$ cat config.mk
export PLATFORM = sky130hd
export DESIGN_NAME = dec_host_driver
export DESIGN_NICKNAME = d
export VERILOG_FILES = /design/src/rtl/dec_host_driver_pkg.sv /design/src/rtl/dec_result_fifo.sv /design/src/rtl/dec_host_driver.sv
export SDC_FILE = /design/constraint.sdc
export NUM_CORES = 1
export LEC_CHECK = 0
export CELL_PAD_IN_SITES_DETAIL_PLACEMENT = 1
export CELL_PAD_IN_SITES_GLOBAL_PLACEMENT = 1
export CORE_MARGIN = 4
export CORE_UTILIZATION = 45
export CTS_CLUSTER_DIAMETER = 30
export DETAILED_ROUTE_END_ITERATION = 8
export PLACE_DENSITY = 0.95
export SYNTH_ARGS = -nofsm -noshare
export SYNTH_HDL_FRONTEND = slang
export SYNTH_SLANG_ARGS = --single-unit
$ cat constraint.sdc
create_clock -name clk -period 12.15 [get_ports clk]
set_input_delay 2.43 -clock clk [delete_from_list [all_inputs] [get_ports clk]]
set_output_delay 2.43 -clock clk [all_outputs]
set_load 0.1 [all_outputs]
$ cat src/rtl/dec_host_driver_pkg.sv
// Shared definitions for the decision-tree classifier host driver.
//   - command / classifier mode encodings
//   - root node index of the classifier tree
//   - driver FSM state type
package dec_host_driver_pkg;

    localparam logic [1:0] MODE_FEA      = 2'b00;  // write feature-index table
    localparam logic [1:0] MODE_THD      = 2'b01;  // write threshold table
    localparam logic [1:0] MODE_CHILD    = 2'b10;  // write child table
    localparam logic [1:0] MODE_CLASSIFY = 2'b11;  // classify one sample

    localparam int ROOT_NODE = 2;

    typedef enum logic [1:0] {
        ST_IDLE    = 2'd0,  // hold register empty
        ST_ISSUE   = 2'd1,  // hold full, beat offered to the classifier
        ST_BARRIER = 2'd2   // hold full, beat blocked by its gate
    } state_t;

    function automatic logic is_classify(input logic [1:0] mode);
        return mode == MODE_CLASSIFY;
    endfunction

endpackage

$ cat src/rtl/dec_result_fifo.sv
// Synchronous result FIFO for classifier results.
// Ports:
//   clk, rst       clock, asynchronous active-high reset
//   push_i         write push_data_i (dropped when full without a pop)
//   push_data_i    entry to store
//   pop_i          remove head entry (ignored when empty)
//   head_o         head entry, read from registered storage
//   empty_o        FIFO empty
//   overflow_o     push refused because FIFO full and not popping
//   count_o        number of stored entries
// DEPTH must be a power of two so pointers wrap by natural overflow.
module dec_result_fifo #(
    parameter int WIDTH = 13,
    parameter int DEPTH = 8
) (
    input  logic                     clk,
    input  logic                     rst,
    input  logic                     push_i,
    input  logic [WIDTH-1:0]         push_data_i,
    input  logic                     pop_i,
    output logic [WIDTH-1:0]         head_o,
    output logic                     empty_o,
    output logic                     overflow_o,
    output logic [$clog2(DEPTH):0]   count_o
);

    localparam int AW = $clog2(DEPTH);
    localparam int CW = AW + 1;

    logic [WIDTH-1:0] mem_q [DEPTH];
    logic [AW-1:0]    wr_ptr_q, rd_ptr_q;
    logic [CW-1:0]    count_q, count_d;
    logic             full, do_pop, do_push;

    assign full    = (count_q == CW'(DEPTH));
    assign do_pop  = pop_i & (count_q != '0);
    // A pop in the same cycle frees the slot, so a full FIFO still accepts.
    assign do_push = push_i & (~full | do_pop);

    assign overflow_o = push_i & full & ~do_pop;
    assign empty_o    = (count_q == '0);
    assign count_o    = count_q;
    assign head_o     = mem_q[rd_ptr_q];

    always_comb begin
        count_d = count_q;
        case ({do_push, do_pop})
            2'b10:   count_d = count_q + CW'(1);
            2'b01:   count_d = count_q - CW'(1);
            default: count_d = count_q;
        endcase
    end

    always_ff @(posedge clk or posedge rst) begin
        if (rst) begin
            for (int i = 0; i < DEPTH; i++) begin
                mem_q[i] <= '0;
            end
            wr_ptr_q <= '0;
            rd_ptr_q <= '0;
            count_q  <= '0;
        end else begin
            if (do_push) begin
                mem_q[wr_ptr_q] <= push_data_i;
                wr_ptr_q        <= wr_ptr_q + AW'(1);
            end
            if (do_pop) begin
                rd_ptr_q <= rd_ptr_q + AW'(1);
            end
            count_q <= count_d;
        end
    end

endmodule

$ cat src/rtl/dec_host_driver.sv
// Host-side driver for the decision-tree classifier core.
// Converts a host command stream into classifier input beats (table writes
// and classify requests) and collects classifier results in a FIFO.
// Ports:
//   clk, rst                   clock, asynchronous active-high reset
//   cmd_valid/cmd_ready        host command handshake
//   cmd_mode/cmd_data/cmd_id   command fields (id used by classify only)
//   dec_input_*                beat to the classifier, driven from the hold register
//   dec_input_ready            classifier ready (registered once before use)
//   dec_out_valid/_ID/dec_out  classifier result strobe
//   res_valid/res_ready        result FIFO head handshake to the host
//   res_id/res_class           result FIFO head
//   outstanding                classify beats accepted but not yet returned
//   busy                       any work held, in flight or unread
//   err                        sticky protocol error (cleared by rst only)
//   dbg_state_o                driver FSM state
//
// Handshakes: a transfer happens on a cycle where valid and ready are both
// high at the rising edge. cmd_valid/cmd_ready transfer into the hold
// register. A classifier beat transfers when dec_input_data_valid is high
// and the registered copy of dec_input_ready (ready_q) is high, matching
// the classifier's one-cycle-delayed accept. res_valid/res_ready pops the
// result FIFO.
module dec_host_driver
    import dec_host_driver_pkg::*;
#(
    parameter int NUM_FEATURE = 8,
    parameter int ID_W        = 12,
    parameter int RES_DEPTH   = 8
) (
    input  logic                        clk,
    input  logic                        rst,
    input  logic                        cmd_valid,
    output logic                        cmd_ready,
    input  logic [1:0]                  cmd_mode,
    input  logic [8*NUM_FEATURE-1:0]    cmd_data,
    input  logic [ID_W-1:0]             cmd_id,
    output logic                        dec_input_data_valid,
    output logic [8*NUM_FEATURE-1:0]    dec_input_data,
    output logic [1:0]                  dec_input_mode,
    output logic [ID_W-1:0]             dec_input_ID,
    input  logic                        dec_input_ready,
    input  logic                        dec_out_valid,
    input  logic [ID_W-1:0]             dec_out_ID,
    input  logic                        dec_out,
    output logic                        res_valid,
    input  logic                        res_ready,
    output logic [ID_W-1:0]             res_id,
    output logic                        res_class,
    output logic [$clog2(RES_DEPTH):0]  outstanding,
    output logic                        busy,
    output logic                        err,
    output logic [1:0]                  dbg_state_o
);

    localparam int DW = 8 * NUM_FEATURE;
    localparam int OW = $clog2(RES_DEPTH) + 1;

    state_t          state_q, state_d;
    logic            ready_q;
    logic [1:0]      hold_mode_q;
    logic [DW-1:0]   hold_data_q;
    logic [ID_W-1:0] hold_id_q;
    logic [OW-1:0]   outstanding_q, outstanding_d;
    logic            err_q, err_d;

    logic            hold_valid;
    logic [OW:0]     occupancy;
    logic            gate_classify, gate_write, gate_hold, gate_cmd;
    logic            acc, cmd_fire, inc, underflow;
    logic            fifo_empty, fifo_overflow;
    logic [OW-1:0]   fifo_count;
    logic [ID_W:0]   fifo_head;

    assign hold_valid = (state_q != ST_IDLE);

    // Every classify beat will eventually need a FIFO slot, so results in
    // flight and results already stored both count against the depth.
    assign occupancy     = {1'b0, outstanding_q} + {1'b0, fifo_count};
    assign gate_classify = (occupancy < (OW+1)'(RES_DEPTH));
    // Table writes wait until no sample is inside the classifier.
    assign gate_write    = (outstanding_q == '0);
    assign gate_hold     = is_classify(hold_mode_q) ? gate_classify : gate_write;
    assign gate_cmd      = is_classify(cmd_mode)    ? gate_classify : gate_write;

    assign dec_input_data_valid = hold_valid & gate_hold;
    assign acc                  = dec_input_data_valid & ready_q;
    assign cmd_ready            = ~hold_valid | acc;
    assign cmd_fire             = cmd_valid & cmd_ready;

    assign dec_input_data = hold_data_q;
    assign dec_input_mode = hold_mode_q;
    assign dec_input_ID   = hold_id_q;

    // ISSUE/BARRIER label follows the gate one cycle late; the valid output
    // always uses the live gate, so both held states accept a beat.
    always_comb begin
        state_d = state_q;
        case (state_q)
            ST_IDLE: begin
                if (cmd_fire) begin
                    state_d = gate_cmd ? ST_ISSUE : ST_BARRIER;
                end
            end
            ST_ISSUE, ST_BARRIER: begin
                if (acc) begin
                    if (cmd_fire) begin
                        state_d = gate_cmd ? ST_ISSUE : ST_BARRIER;
                    end else begin
                        state_d = ST_IDLE;
                    end
                end else begin
                    state_d = gate_hold ? ST_ISSUE : ST_BARRIER;
                end
            end
            default: state_d = ST_IDLE;
        endcase
    end

    // Outstanding classify count; a same-cycle accept and return cancel.
    assign inc = acc & is_classify(hold_mode_q);

    always_comb begin
        outstanding_d = outstanding_q;
        underflow     = 1'b0;
        case ({inc, dec_out_valid})
            2'b10: outstanding_d = outstanding_q + OW'(1);
            2'b01: begin
                if (outstanding_q == '0) begin
                    underflow = 1'b1;
                end else begin
                    outstanding_d = outstanding_q - OW'(1);
                end
            end
            default: outstanding_d = outstanding_q;
        endcase
    end

    assign err_d = err_q | underflow | fifo_overflow;

    always_ff @(posedge clk or posedge rst) begin
        if (rst) begin
            state_q       <= ST_IDLE;
            ready_q       <= 1'b0;
            hold_mode_q   <= '0;
            hold_data_q   <= '0;
            hold_id_q     <= '0;
            outstanding_q <= '0;
            err_q         <= 1'b0;
        end else begin
            state_q <= state_d;
            ready_q <= dec_input_ready;
            if (cmd_fire) begin
                hold_mode_q <= cmd_mode;
                hold_data_q <= cmd_data;
                hold_id_q   <= cmd_id;
            end
            outstanding_q <= outstanding_d;
            err_q         <= err_d;
        end
    end

    dec_result_fifo #(
        .WIDTH (ID_W + 1),
        .DEPTH (RES_DEPTH)
    ) u_result_fifo (
        .clk         (clk),
        .rst         (rst),
        .push_i      (dec_out_valid),
        .push_data_i ({dec_out_ID, dec_out}),
        .pop_i       (res_valid & res_ready),
        .head_o      (fifo_head),
        .empty_o     (fifo_empty),
        .overflow_o  (fifo_overflow),
        .count_o     (fifo_count)
    );

    assign res_valid   = ~fifo_empty;
    assign res_id      = fifo_head[ID_W:1];
    assign res_class   = fifo_head[0];
    assign outstanding = outstanding_q;
    assign busy        = hold_valid | (outstanding_q != '0) | res_valid;
    assign err         = err_q;
    assign dbg_state_o = state_q;

endmodule

Yosys cells after proc, flatten, opt, wreduce, memory -nomap -nowiden
Index checks and enable logic that the tools add are counted.
{"block": "totals", "regBits": 200, "input_bits": 97, "out_inout_bits": 102, "elab_cells": 91}
{"block": "classes", "add_sub_neg": 7, "order_cmp": 4, "n_eq_ne": 11, "mux": 19, "n_bitwise": 21, "reduce_logical": 11}
{"cell": "$bwmux W104", "count": 1}
{"cell": "$bmux W13 S3", "count": 1}
{"cell": "$demux W13 S3", "count": 1}
{"cell": "$mux W13", "count": 3}
{"cell": "$pmux W4 S2", "count": 2}
{"cell": "$eq A2 B2 Y1 const B", "count": 5}
{"cell": "$mux W2", "count": 5}
{"cell": "$and A1 B1 Y1", "count": 9}
{"cell": "$add A4 B1 Y4 const B", "count": 2}
{"cell": "$ge A4 B4 Y1 const B", "count": 2}
{"cell": "$logic_not A4 Y1", "count": 2}
{"cell": "$not A3 Y4", "count": 2}
{"cell": "$reduce_bool A4 Y1", "count": 2}
{"cell": "$sub A4 B1 Y4 const B", "count": 2}
{"cell": "$add A3 B1 Y3 const B", "count": 2}
{"cell": "$eq A2 B1 Y1 const B", "count": 3}
{"cell": "$or A1 B1 Y1", "count": 6}
{"cell": "$reduce_bool A2 Y1", "count": 3}
{"cell": "$add A4 B4 Y5", "count": 1}
{"cell": "$lt A5 B4 Y1 const B", "count": 1}
{"cell": "$eq A4 B4 Y1 const B", "count": 1}
{"cell": "$lt A4 B1 Y1 const B", "count": 1}
{"cell": "$mux W1", "count": 4}
{"cell": "$mux W4", "count": 1}
{"cell": "7 further kinds", "count": 11}

Depth between registers and ports, before layout
{"block": "depth", "ltp_word": 10, "ltp_mapped": 12, "mapped_depth_nobuf": 11}

Hierarchy
A second synthesis with hierarchy kept.
{"block": "hier_totals", "hier_cells": 567, "hier_area_um2": 9022.4}
{"module": "dec_result_fifo", "instances": 1, "cells_per_inst": 327, "area_each_um2": 5320.1, "seq_area_each_um2": 2852.7}
{"module": "dec_host_driver", "instances": 1, "cells_per_inst": 240, "area_each_um2": 3702.3, "seq_area_each_um2": 2152.1}

Worst setup path after synthesis
Ideal clock, no wire load.
{"block": "synth_path", "path_type": "register to output", "startpoint": "reg outstanding_q[3] (netlist: outstanding[3])", "endpoint": "out dec_input_data_valid", "arrival_time_ns": 3.023, "t_required_ns": 9.720, "path_slack_ns": 6.697, "stages_incl_launch_ff": 6, "path_cell_list": "dfrtp_1 -> ha_1 -> nor4bb_1 -> o211a_1 -> nor2_1 -> nor2_1"}
{"block": "synth_via", "elab_chain_len": 4, "elab_cells_between_ends": 5, "classes_between": "add/sub: 1; order compare: 1; mux: 1; bitwise: 1; reduce/logical: 1"}
{"element": "start: declaration", "line_no": "dec_host_driver.sv:64", "source": "logic [OW-1:0] outstanding_q, outstanding_d;"}
{"element": "start signal: assignment", "line_no": "dec_host_driver.sv:158", "source": "outstanding_q <= outstanding_d;"}
{"element": "$add A4 B4 Y5", "line_no": "dec_host_driver.sv:79", "source": "assign occupancy = {1'b0, outstanding_q} + {1'b0, fifo_count};"}
{"element": "$lt A5 B4 Y1", "line_no": "dec_host_driver.sv:80", "source": "assign gate_classify = (occupancy < (OW+1)'(RES_DEPTH));"}
{"element": "$mux W1 *", "line_no": "dec_host_driver.sv:83", "source": "assign gate_hold = is_classify(hold_mode_q) ? gate_classify : gate_write;"}
{"element": "$and A1 B1 Y1 *", "line_no": "dec_host_driver.sv:86", "source": "assign dec_input_data_valid = hold_valid & gate_hold;"}
{"element": "end: declaration", "line_no": "dec_host_driver.sv:38", "source": "output logic dec_input_data_valid,"}
Mark *: on every way between the ends. The rest lies on a longest branch, timed or not.

Worst setup path after layout
{"block": "layout_path", "startpoint": "reg u_result_fifo.rd_ptr_q[0]", "endpoint": "out res_id[5]"}
{"block": "layout_via", "elab_chain_len": 4}
{"element": "start: declaration", "line_no": "dec_result_fifo.sv:31", "source": "logic [AW-1:0] wr_ptr_q, rd_ptr_q;"}
{"element": "start signal: assignment", "line_no": "dec_result_fifo.sv:68", "source": "rd_ptr_q <= rd_ptr_q + AW'(1);"}
{"element": "$not A3 Y4 (implied by the code)", "line_no": "dec_result_fifo.sv:43", "source": "assign head_o = mem_q[rd_ptr_q];"}
{"element": "$bmux W13 S3", "line_no": "dec_result_fifo.sv:43"}
{"element": "$mux W13 (implied by the code) (2 in a row)", "line_no": "dec_result_fifo.sv:43"}
{"element": "end: declaration", "line_no": "dec_host_driver.sv:48", "source": "output logic [ID_W-1:0] res_id,"}
No other way between the ends. The select of a mux whose other input is x is not followed.

==> impl_metrics.ini <==
[timing]
period_share_pct = 48.2
tns_ps = 0
fin_skew_ps = 10.7
period_needed_ps = 5850
setup_violations = 0
final_hold_viol_count = 0
maxSlewHeadroom_pct = 12.3
tightest_slew_ps = 1320
slew_violations = 0
max_clock_freq_mhz = 171
rsz0062_at_grt = false

[worst_setup_path]
r2r_cells = 6
regToRegEndpoint = dec_input_data[13]$_DFFE_PP0N_
worstSetupEndpointType = output pin
start_kind = flip-flop
regToRegStartpoint = outstanding[2]$_DFFE_PP0P_
crit_type = reg -> out
arrival_ps = 3420
critical_path_required_ps = 9720
crit_path_max_fanout = 20
rrSetupSlack_ps = 9180

[yosys]
seq_area_frac_synth_pct = 56.2
synthTopCellsByArea = dfrtp_1, mux2_2, mux4_2, mux2_4, ha_1
synth-edff-count = 0
synth_cell_types = 51
yosysTopAreaCell = dfrtp_1
synth_top_area_share_pct = 56.2
ys_warn_count = 0
yosysMostFrequentCell = dfrtp_1
ys.flop_type = dfrtp_1
ys_ff_latch = 200
syn_avg_cell_area_um2 = 15.7
async_flop_share_pct = 100
syn_area_um2 = 8910
synth_commonest_cells = dfrtp_1, mux2_2, mux4_2, mux2_4, inv_1
synthCells = 569
syn-num-nets = 678

[global_routing]
antenna_found_initial = 0
grt_pass1_vias = 6427
grt_max_degree = 117
grtUsageTotal_pct = 20.9
gr-total-overflow = 0
grt_pass1_wl_um = 36200

[layout]
diodes = 0
fin_nets = 869
drive_gt1_share_pct = 34.6
syn2layout_area_growth_pct = 31.1
final_cells = 1037

[clocking]
htreeDepth = 4
clock_latency_ps = 420
cts_resized = 0
cts-root-buf = clkbuf_16
cts_tree = yes
clk_pin_slew_ps = 70
clock_path_buffers = 2
clkSinkCount = 200
post_cts_buffers = 0
cts-hold-fix-buffers = 0
cts_buffers = 17

[drt]
routedWlPerCell_um = 21.6
drc = 0
viasPerCell = 5.27
drt_iter0_drc = 218
drtPass1Iterations = 4
ant_nets = 0
route.vias.total = 5463
wl_um = 22400

[run_status]
status = completed

[floorplan]
io_pins = 199
start_util_pct = 45.8
die_x_um = 149
core_um2 = 19500
die_h_um = 149
rows = 51
die_area_um2 = 22100

[hold_path]
worstHoldPathCells = 1
hp-class = reg -> reg
worstHoldEndpoint = err$_DFF_PP0_
min_from = err$_DFF_PP0_

[run]
maxCapViolations = 0

[place]
gp_congestion = 0.764
post-dp-hpwl_um = 15600
post-place-cells = 1006
io_buffer_count = 198
[worst max-delay path by stage]
stage                                                     start                          to  slack (ps)
after global routing      u_result_fifo.rd_ptr_q[0]$_DFFE_PP0P_                   res_id[7]        6020
after CTS                 u_result_fifo.rd_ptr_q[0]$_DFFE_PP0P_                   res_id[7]        6190
final                     u_result_fifo.rd_ptr_q[0]$_DFFE_PP0P_                   res_id[5]        6300
after detailed placement  u_result_fifo.rd_ptr_q[0]$_DFFE_PP0P_                   res_id[6]        6670
after global placement    u_result_fifo.rd_ptr_q[0]$_DFFE_PP0P_                   res_id[7]        6760
after floorplan                                             rst  dbg_state_o[0]$_DFFE_PP0P_        4270
[critical path: stages, from the launching register on]
cell and delay [ps]:
dfrtp_1 680, buf_4 460, mux4_2 560, mux2_2 290
clkdlybuf4s50_1 990
[cell usage in the layout (no fill, tap or decap), types with 2 or more instances in the layout]
| cell | Yosys | routed |
|---|---|---|
| nand3b_1 | 2 | 2 |
| buf_4 | 7 | 5 |
| mux2_4 | 20 | 20 |
| ha_1 | 11 | 11 |
| xnor2_1 | 7 | 7 |
| clkinvlp_4 | 0 | 2 |
| mux4_2 | 26 | 26 |
| o21ai_0 | 9 | 9 |
| and2_1 | 2 | 2 |
| clkinv_4 | 0 | 2 |
| nand3_1 | 3 | 3 |
| inv_1 | 14 | 13 |
| nand2_1 | 13 | 13 |
| mux2i_1 | 2 | 2 |
| nor4_1 | 2 | 2 |
| inv_8 | 0 | 3 |
| nor2b_1 | 2 | 2 |
| nand4b_1 | 3 | 3 |
| clkbuf_16 | 0 | 17 |
| nand2b_1 | 2 | 2 |
| bufinv_16 | 0 | 3 |
| o31ai_1 | 2 | 2 |
| mux2_2 | 177 | 177 |
| nor2_1 | 8 | 8 |
| clkdlybuf4s50_1 | 0 | 198 |
| inv_6 | 0 | 3 |
| a31oi_1 | 2 | 2 |
| xor2_1 | 3 | 3 |
| a21o_1 | 3 | 3 |
| dfrtp_1 | 200 | 200 |
| o21a_1 | 2 | 2 |
| a21oi_1 | 2 | 2 |
[through the flow]
stage	hold WS, ps	cell area (µm²)	setup slack, ps	utilization (%)
floorplan	474	8910	4270	-
global placement	440	11100	6760	56.8
detailed placement	464	11100	6670	56.8
CTS	480	11700	6190	60.0
global route	495	11700	6020	60.0
finish	476	11700	6300	60.0
[cell families after synthesis]
logic type               after synthesis  synth area share (%)
adder cells (fa/ha/maj)               12                  1.77
AND/OR/NAND/NOR                       48                  3.33
AO/OA/AOI/OAI                         29                  2.19
flip-flops                           200                  56.2
XOR/XNOR                              10                 0.983
multiplexers                         225                  32.5
buffers and inverters                 45                  3.03
[sequential cells by signal (all words and copies together), names as in the netlist]
register	count
u_result_fifo.mem_q	104
dec_input_data	64
dec_input_ID	12
outstanding	4
u_result_fifo.count_o	4
u_result_fifo.rd_ptr_q	3
u_result_fifo.wr_ptr_q	3
dbg_state_o	2
dec_input_mode	2
err	1
ready_q	1
[per-layer routing]
| layer | GRT usage [%] | wire (µm) | vias up |
|---|---|---|---|
| li1 | - | - | 2444 |
| met2 | 37.8 | 11900 | 164 |
| met3 | 5.33 | 1230 | 14 |
| met5 | 0 | 0 | - |
| met4 | 4.76 | 201 | 0 |
| met1 | 25.0 | 9080 | 2841 |
[final cells by class]
| class | count | area [µm²] |
|---|---|---|
| clock buffers | 18 | 439 |
| well taps | 265 | 332 |
| clock inverters | 13 | 188 |
| flip-flops and latches | 200 | 5000 |
| inverters | 14 | 60.1 |
| fillers | 1822 | 7780 |
| repair buffers | 203 | 2020 |
| multi-input cells | 324 | 3640 |
Power is left out: the tool's default activity adds up to more than one toggle a clock period on the data nets, which glitch-free logic cannot reach.
==> edit (same settings) <==
Take the reset off `outstanding_q` and load it in a clocked block of its own.
--- a/src/rtl/dec_host_driver.sv
+++ b/src/rtl/dec_host_driver.sv
@@ -146,5 +146,4 @@
             hold_data_q   <= '0;
             hold_id_q     <= '0;
-            outstanding_q <= '0;
             err_q         <= 1'b0;
         end else begin
@@ -156,7 +155,10 @@
                 hold_id_q   <= cmd_id;
             end
-            outstanding_q <= outstanding_d;
             err_q         <= err_d;
         end
+    end
+
+    always_ff @(posedge clk) begin
+        outstanding_q <= outstanding_d;
     end
 
Function: differs if rst is asserted again (counterexample within 4 cycles, from zero or initial values and one cycle with rst high); with rst held inactive, the same outputs for 4 cycles.
==> edit against the unedited design <==
  * Sequential cell count did not move
  * Area after synthesis shrank 0.29%
  * Cell count fell by 0.48%
  * Final area decreased by 0.26%
  * Die area shrank 0.28%
  * Largest cell class unchanged
  * Setup slack worse by 0.14 ns
  * Wire length rose by 7.5%
  * First-iteration DRC count grew 21%
  * Utilization fell by 0.15 points
  * Critical path type unchanged
  * Critical path depth rose by 2
Power is not shown: default switching activity piles up to over one toggle a cycle in this logic, so the estimate is an artifact.
==> edit: results (changes against the unedited design) <==
Parameter                              Value

Final layout
  Diodes inserted ... 0 (unchanged)
  Fraction of final layout cells sized beyond drive strength 1 ... 35.5% (was 34.6%)
  Number of non-filler instances in the completed layout ... 1032 (was 1037)
  Register name with the most flops ... u_result_fifo.mem_q (unchanged)
  # nets final ... 863 (was 869)
  Flip-flop count of the largest register, all copies and words added ... 104 (unchanged)

Critical path
  Register-to-register setup slack ... 8.67 ns (was 9.18 ns)
  Worst Path Arrival ... 3.57 ns (was 3.42 ns)
  Maximum net fanout on the critical path ... 4 (was 20)

GRT
  First-pass GRT wire length ... 37.9 mm (was 36.2 mm)
  GRT Total Usage ... 22.4% (was 20.9%)
  Aggregate global routing overflow ... 0 (unchanged)
  Vias in the first global route ... 6613 (was 6427)
  Number of antenna violations at the first check in global routing ... 0 (unchanged)
  Global-route met1 utilization ... 25.2% (was 25.0%)
  Largest net degree at the start of global routing ... 73 (was 117)
  Met2 GRT Util ... 42.4% (was 37.8%)
  Met3 Track Usage GR ... 6.19% (was 5.33%)

Clock network
  Number of CTS-inserted buffers ... 17 (unchanged)
  Insertion delay to the later sink of the worst-skew pair ... 0.44 ns (was 0.42 ns)
  PostCTS Resize Cnt ... 0 (unchanged)
  Deepest clock path buffer count ... 2 (unchanged)
  Number of H-tree levels ... 4 (unchanged)

Routing
  Initial DRC count ... 264 (was 218)
  Detail-routed via count per cell ... 5.38 (was 5.27)
  DRT met1 WL ... 8.84 mm (was 9.08 mm)
  First-pass iteration count of the detailed router ... 4 (unchanged)
  WL final ... 24.1 mm (was 22.4 mm)
  Met2 routed wirelength ... 13.7 mm (was 11.9 mm)
  Detailed route wirelength on metal3 ... 1.37 mm (was 1.23 mm)

Place
  Post-detail-place hpwl ... 16.9 mm (was 15.6 mm)
  Final weighted congestion of routability-driven global placement ... 0.863 (was 0.764)
  I/O Buffers ... 198 (unchanged)

Synth
  Avg Inst Size Synth ... 15.9 sq um (was 15.7 sq um)
  Seq/Total Area, Yosys ... 56.6% (was 56.2%)
  Yosys warnings ... 0 (unchanged)
  Async set-reset flop share out of synthesis ... 98.0% (was 100%)
  Syn nets ... 669 (was 678)
  Synth area leaders ... dfrtp_1, mux2_2, mux4_2 (unchanged)
  Leading post-synthesis cells by instance count ... dfrtp_1, mux2_2, mux4_2, mux2_4 (was dfrtp_1, mux2_2, mux4_2, mux2_4, inv_1)
  Unique cell type count in the Yosys netlist ... 49 (was 51)
  Count of flip-flops with a built-in enable after synthesis ... 4 (was 0)

Outcome
  Status ... finished clean (unchanged)

STA
  Relative max-transition margin ... 27.8% (was 12.3%)
  Worst clock skew ... 0.0142 ns (was 0.0107 ns)
-- edit: cell types whose count changed after synthesis, moves of 3 or more --
| cell | delta |
|---|---|
| o21ai_0 | -6 |
| inv_1 | -5 |
| dfrtp_1 | -4 |
| edfxtp_1 | +4 |
| buf_2 | +3 |
| mux2i_1 | +3 |
-- edit: through the flow --
step	util [%]	hold WS [ns]	instance area (sq um)	worst slack [ns]
after floorplan	-	0.474	8880	4.38
after detailed placement	56.8	0.487	11100	6.59
final	59.9	0.497	11600	6.15
after global routing	59.9	0.503	11600	5.98
after global placement	56.8	0.447	11100	6.65
after CTS	59.9	0.500	11600	6.10
-- edit: area by class of cell --
type	instances	area, sq um
well taps	265	332
clock inverters	14	158
inverters	10	42.5
clock buffers	18	429
fillers	1805	7810
repair buffers	206	2040
multi-input cells	319	3620
flip-flops and latches	200	5020
-- edit: final timing paths --
kind,from,to
max in group asynchronous,rst,dec_input_data[1]
min in group asynchronous,rst,u_result_fifo.mem_q[84]
hold reg to reg,err,err
setup reg to reg,outstanding[3],dec_input_data[17]
hold / removal,err,err
setup / recovery,outstanding[3],cmd_ready
-- edit: worst max-delay path, cell delays in order (launching register included) --
cell,delay (ns)
edfxtp_1,0.48
ha_1,0.32
or3_1,0.44
a211oi_1,0.40
nor2_1,0.17
a21oi_1,0.18
clkdlybuf4s50_1,1.15
-- edit: cells by family (layout without fill, tap and decap cells) --
family,Yosys count,in the layout,share of synthesized area [%]
buf+inv,41,248,2.70
mux,227,227,32.8
xor+xnor,10,10,0.986
simple gates,47,47,3.13
compound gates,23,23,2.01
fa+ha+maj,12,12,1.77
flops,200,200,56.6
